==> src/rtl/serial_subtractor_pkg.sv <==
// Package sub_pkg: shared types and limits for the bit-serial subtractor.
//   ser_state_t - control FSM states (IDLE, SHIFT, DONE)
//   MAX_WIDTH   - largest supported operand width
package sub_pkg;

    typedef enum logic [1:0] {IDLE, SHIFT, DONE} ser_state_t;

    localparam int unsigned MAX_WIDTH = 32;

endpackage : sub_pkg

==> src/rtl/full_subtractor.sv <==
// full_subtractor: combinational 1-bit full-subtractor cell (a - b - bin).
//   a, b  - operand bits
//   bin   - borrow in
//   d     - difference bit
//   bout  - borrow out
module full_subtractor (
    input  logic a,
    input  logic b,
    input  logic bin,
    output logic d,
    output logic bout
);

    assign d    = a ^ b ^ bin;
    assign bout = (~a & b) | (~(a ^ b) & bin);

endmodule : full_subtractor

==> src/rtl/serial_subtractor.sv <==
// serial_subtractor: bit-serial unsigned subtractor, diff = a - b, LSB first,
// one bit per clock through a single full_subtractor cell.
//   clk, rst_n          - clock (rising edge), async active-low reset
//   in_valid / in_ready - operand handshake (a, b)
//   out_valid/ out_ready- result handshake (diff, borrow)
//   diff                - (a - b) mod 2^WIDTH
//   borrow              - 1 iff a < b
module serial_subtractor
    import sub_pkg::*;
#(
    parameter int unsigned WIDTH = 8
) (
    input  logic             clk,
    input  logic             rst_n,
    input  logic             in_valid,
    output logic             in_ready,
    input  logic [WIDTH-1:0] a,
    input  logic [WIDTH-1:0] b,
    output logic             out_valid,
    input  logic             out_ready,
    output logic [WIDTH-1:0] diff,
    output logic             borrow
);

    localparam int unsigned   CW       = $clog2(WIDTH);
    localparam logic [CW-1:0] CNT_LAST = CW'(WIDTH - 1);

    ser_state_t       state;
    logic [WIDTH-1:0] a_sh;
    logic [WIDTH-1:0] b_sh;
    logic [WIDTH-1:0] d_sh;
    logic [CW-1:0]    cnt;
    logic             bq;
    logic             d_bit;
    logic             b_next;

    full_subtractor u_fs (
        .a    (a_sh[0]),
        .b    (b_sh[0]),
        .bin  (bq),
        .d    (d_bit),
        .bout (b_next)
    );

    // The borrow FF holds the final borrow once the last bit has been processed.
    assign diff   = d_sh;
    assign borrow = bq;

    always_ff @(posedge clk or negedge rst_n) begin
        if (!rst_n) begin
            state     <= IDLE;
            in_ready  <= 1'b1;
            out_valid <= 1'b0;
            a_sh      <= '0;
            b_sh      <= '0;
            d_sh      <= '0;
            cnt       <= '0;
            bq        <= 1'b0;
        end else begin
            case (state)
                IDLE: begin
                    if (in_valid && in_ready) begin
                        a_sh     <= a;
                        b_sh     <= b;
                        bq       <= 1'b0;
                        cnt      <= '0;
                        in_ready <= 1'b0;
                        state    <= SHIFT;
                    end
                end
                SHIFT: begin
                    a_sh <= a_sh >> 1;
                    b_sh <= b_sh >> 1;
                    d_sh <= {d_bit, d_sh[WIDTH-1:1]};
                    bq   <= b_next;
                    // Counter wraps to zero on the final bit so it never exceeds WIDTH-1.
                    if (cnt == CNT_LAST) begin
                        cnt       <= '0;
                        out_valid <= 1'b1;
                        state     <= DONE;
                    end else begin
                        cnt <= cnt + 1'b1;
                    end
                end
                DONE: begin
                    if (out_ready) begin
                        out_valid <= 1'b0;
                        in_ready  <= 1'b1;
                        state     <= IDLE;
                    end
                end
                default: begin
                    state     <= IDLE;
                    in_ready  <= 1'b1;
                    out_valid <= 1'b0;
                end
            endcase
        end
    end

endmodule : serial_subtractor

==> config.mk <==
export PLATFORM = sky130hd
export DESIGN_NAME = serial_subtractor
export DESIGN_NICKNAME = d
export VERILOG_FILES = /design/src/rtl/serial_subtractor_pkg.sv /design/src/rtl/full_subtractor.sv /design/src/rtl/serial_subtractor.sv
export SDC_FILE = /design/constraint.sdc
export NUM_CORES = 1
export LEC_CHECK = 0
export CAP_MARGIN = 10
export CORE_MARGIN = 3
export CORE_UTILIZATION = 45
export DETAILED_ROUTE_END_ITERATION = 16
export PLACE_DENSITY = 0.75
export SYNTH_ARGS = -nofsm -noshare
export SYNTH_HDL_FRONTEND = slang
export SYNTH_SLANG_ARGS = --single-unit
==> constraint.sdc <==
create_clock -name clk -period 1.11 [get_ports clk]
set_input_delay 0.333 -clock clk [delete_from_list [all_inputs] [get_ports clk]]
set_output_delay 0.333 -clock clk [all_outputs]
set_load 0.01 [all_outputs]
==> run metrics <==
Pleak=1.07 nW; Worst Hold Class=input port to asynchronous set/reset pin; yosys warns=0; worst ir drop on vdd=approximately 1.3 mV; Root Buffer=clkbuf_4; post-synthesis cell area=roughly 1400 µm²; die height=approximately 63 µm; Clock Latency Late Sink=between 0.3 and 0.4 ns; outcome=complete, but fails checks; Tcrit/Tclk final=121%; WP data arrival=roughly 1.6 ns; CP max-delay cell=dfstp_2; maxcap violations=0; register area share after synthesis=a little under three fifths; first-pass GRT wire length=5640 µm; CTS Buf Count=5; Rows=19; Mapped Cells=about 160; RSZ-0062 raised after global routing=true; Initial DRC Count=55; Ports=31; H-Tree Level Count=2; Worst setup EP type=flop; Layout fillers=just over 200; Worst EP required=roughly 1.4 ns; TritonCTS clock tree=yes; Max Transition Viols Final=0; DR WL/cell=around 14 µm; Hold Vio Cnt, Final=0; layout cells sized above 1=between 40% and 50%; Layout area overhead=53.5%; largest net degree at the start of global routing=33; Crit Path Category=flop to flop; Max stage delay on crit path=0.56 ns; total track usage=a little under a fifth; GPL Wtd Cong=0.713; vias=between 1000 and 1500; worst slack, placed=-0.417 ns; min cycle time layout=approximately 1.3 ns; Port Buffers=30; estimated wirelength of the detail-placed design=2040 µm; initial antenna violation count=0; Core Footprint=about 2900 µm²; Crit Path Max Fanout=8; failing checks=negative setup slack; crit-path cells=buf_6, and3b_2, clkbuf_16, a21oi_2, a21oi_1; Design Power=5.23 mW; vias in the first global route=roughly 1200; Die Span X=between 60 and 70 µm; clock-pin slew on the worst setup and hold paths=between 0.1 and 0.15 ns; Final Skew=0.0135 ns; normalized max-slew margin=88.0%; Die ar.=just under 4000 µm²; Startpoint Class=flop; WL final=3540 µm; Distinct cells, synth=22; router iterations before antenna repair=4; fmax=745 MHz; initial core utilization=49.7%; nets@finish=roughly 240; Sink Count=32; Worst Setup Slack, final=-0.232 ns; Ant. Diodes=0; syn avg cell area=between 9 and 10 µm²; post-route ant nets=0; P per Cell Area=between 2000 and 2500 nW/µm²; DR vias/cell=roughly 5.0; final-report setup violation count=35; CTS Buffer Depth=2; drt drc=0; Syn Nets=~180; grt ovf=0; Seq cells post-synth=32; Tightest Pin Transition=0.179 ns
==> layout by cell type (no fill, tap or decap), types with 4 or more instances in the layout <==
master and count:
buf_12 4, nor2_1 16, clkbuf_4 5, clkdlybuf4s50_1 19, nand2_1 42, buf_2 9
buf_6 6, nand3_2 4, a21oi_2 18, buf_4 23, dfrtp_1 29, nand2_2 4
a21oi_1 14
==> routing by layer <==
layer | wire [µm] | GRT usage [%] | share of wire, % | vias to the layer above
met5 | 0 | 0 | 0 | -
met4 | 48 | 6.34 | 1.4 | 0
met3 | 195 | 5.76 | 5.5 | 5
met2 | 1880 | 31.8 | 53 | 35
met1 | 1410 | 21.7 | 40 | 623
li1 | - | - | - | 633
==> cell families (layout without fill, tap and decap cells) <==
kind of cell             after synthesis  count (layout)  share of synthesized area [%]
AO/OA/AOI/OAI                         38              38                           16.1
buffers and inverters                 12              72                           5.38
adder cells (fa/ha/maj)                3               3                           3.12
flip-flops                            32              32                           55.6
AND/OR/NAND/NOR                       71              71                           19.8
==> flip-flops by register name, summed over array words and instances, names as in the netlist <==
signal / flops
in_ready: 1
state: 2
b_sh: 8
diff: 8
out_valid: 1
a_sh: 8
cnt: 3
borrow: 1
==> per-stage QoR <==
step | hold slack (ns) | instances | utilization (%) | instance area, µm² | TNS (ns)
3_5_place_dp | 0.483 | 237 | 66.2 | 1920 | -8.59
2_1_floorplan | 0.0374 | 156 | - | 1450 | -0.969
3_3_place_gp | 0.461 | 237 | 66.2 | 1920 | -7.83
6_report | 0.357 | 258 | 76.3 | 2210 | -5.34
4_1_cts | 0.346 | 253 | 72.9 | 2110 | -5.30
5_1_grt | 0.350 | 258 | 76.3 | 2210 | -7.18
==> timing repair <==
action	in CTS	in global routing
pin swaps	14	4
buffers inserted	7	5
hold buffers	0	0
resized for setup	68	17
gates cloned	1	0
setup endpoints to repair	35	41
==> cell type report <==
type / instances / area, µm² / area share [%]
flip-flops and latches: 32 / 805 / 36.4
multi-input cells: 112 / 687 / 31.1
repair buffers: 62 / 581 / 26.2
well taps: 42 / 52.6 / 2.38
clock inverters: 3 / 42.5 / 1.92
clock buffers: 5 / 37.5 / 1.70
inverters: 2 / 7.51 / 0.339
==> worst max-delay path: cells and delay by family, from the launching register on <==
| family | cells | cell delay [ns] |
|---|---|---|
| DFF | 1 | 0.56 |
| buffers and inverters | 2 | 0.28 |
| AOI/OAI and AO/OA | 2 | 0.18 |
| and+or+nand+nor | 1 | 0.25 |
==> where the power goes <==
group          internal, mW  switching (mW)
Clock                 0.469           0.421
Combinational          1.27            1.16
Sequential             1.63           0.284
==> Yosys cell counts <==
cell type | number | share of area (%)
o22a_1 | 1 | 0.61
a21oi_1 | 24 | 8.3
a21oi_2 | 8 | 4.9
o31ai_1 | 1 | 0.52
nor2_1 | 16 | 4.2
o22ai_1 | 1 | 0.43
buf_4 | 3 | 1.6
ha_1 | 2 | 1.7
nand2_1 | 47 | 12
inv_1 | 2 | 0.52
nand3_1 | 4 | 1.4
dfstp_2 | 1 | 1.8
nand2b_1 | 1 | 0.43
dfrtp_1 | 31 | 54
nand3b_1 | 1 | 0.52
buf_6 | 2 | 1.6
a22o_1 | 1 | 0.61
buf_2 | 5 | 1.7
nor2b_1 | 1 | 0.43
o21ai_0 | 2 | 0.69
and3b_1 | 1 | 0.61
fa_1 | 1 | 1.4
==> path summary, 6_finish.rpt <==
kind | start | to | slack (ns) | depth (start not counted)
min in group clk | diff[0] | diff[0] | 0.50 | 2
hold reg to reg | diff[0] | diff[0] | 0.50 | 2
setup reg to reg | in_ready | a_sh[5] | -0.23 | 5
max in group asynchronous | rst_n | in_ready | 0.51 | 2
hold / removal | rst_n | diff[4] | 0.36 | 2
setup / recovery | in_ready | a_sh[5] | -0.23 | 5
(Power assumes the default switching activity.)
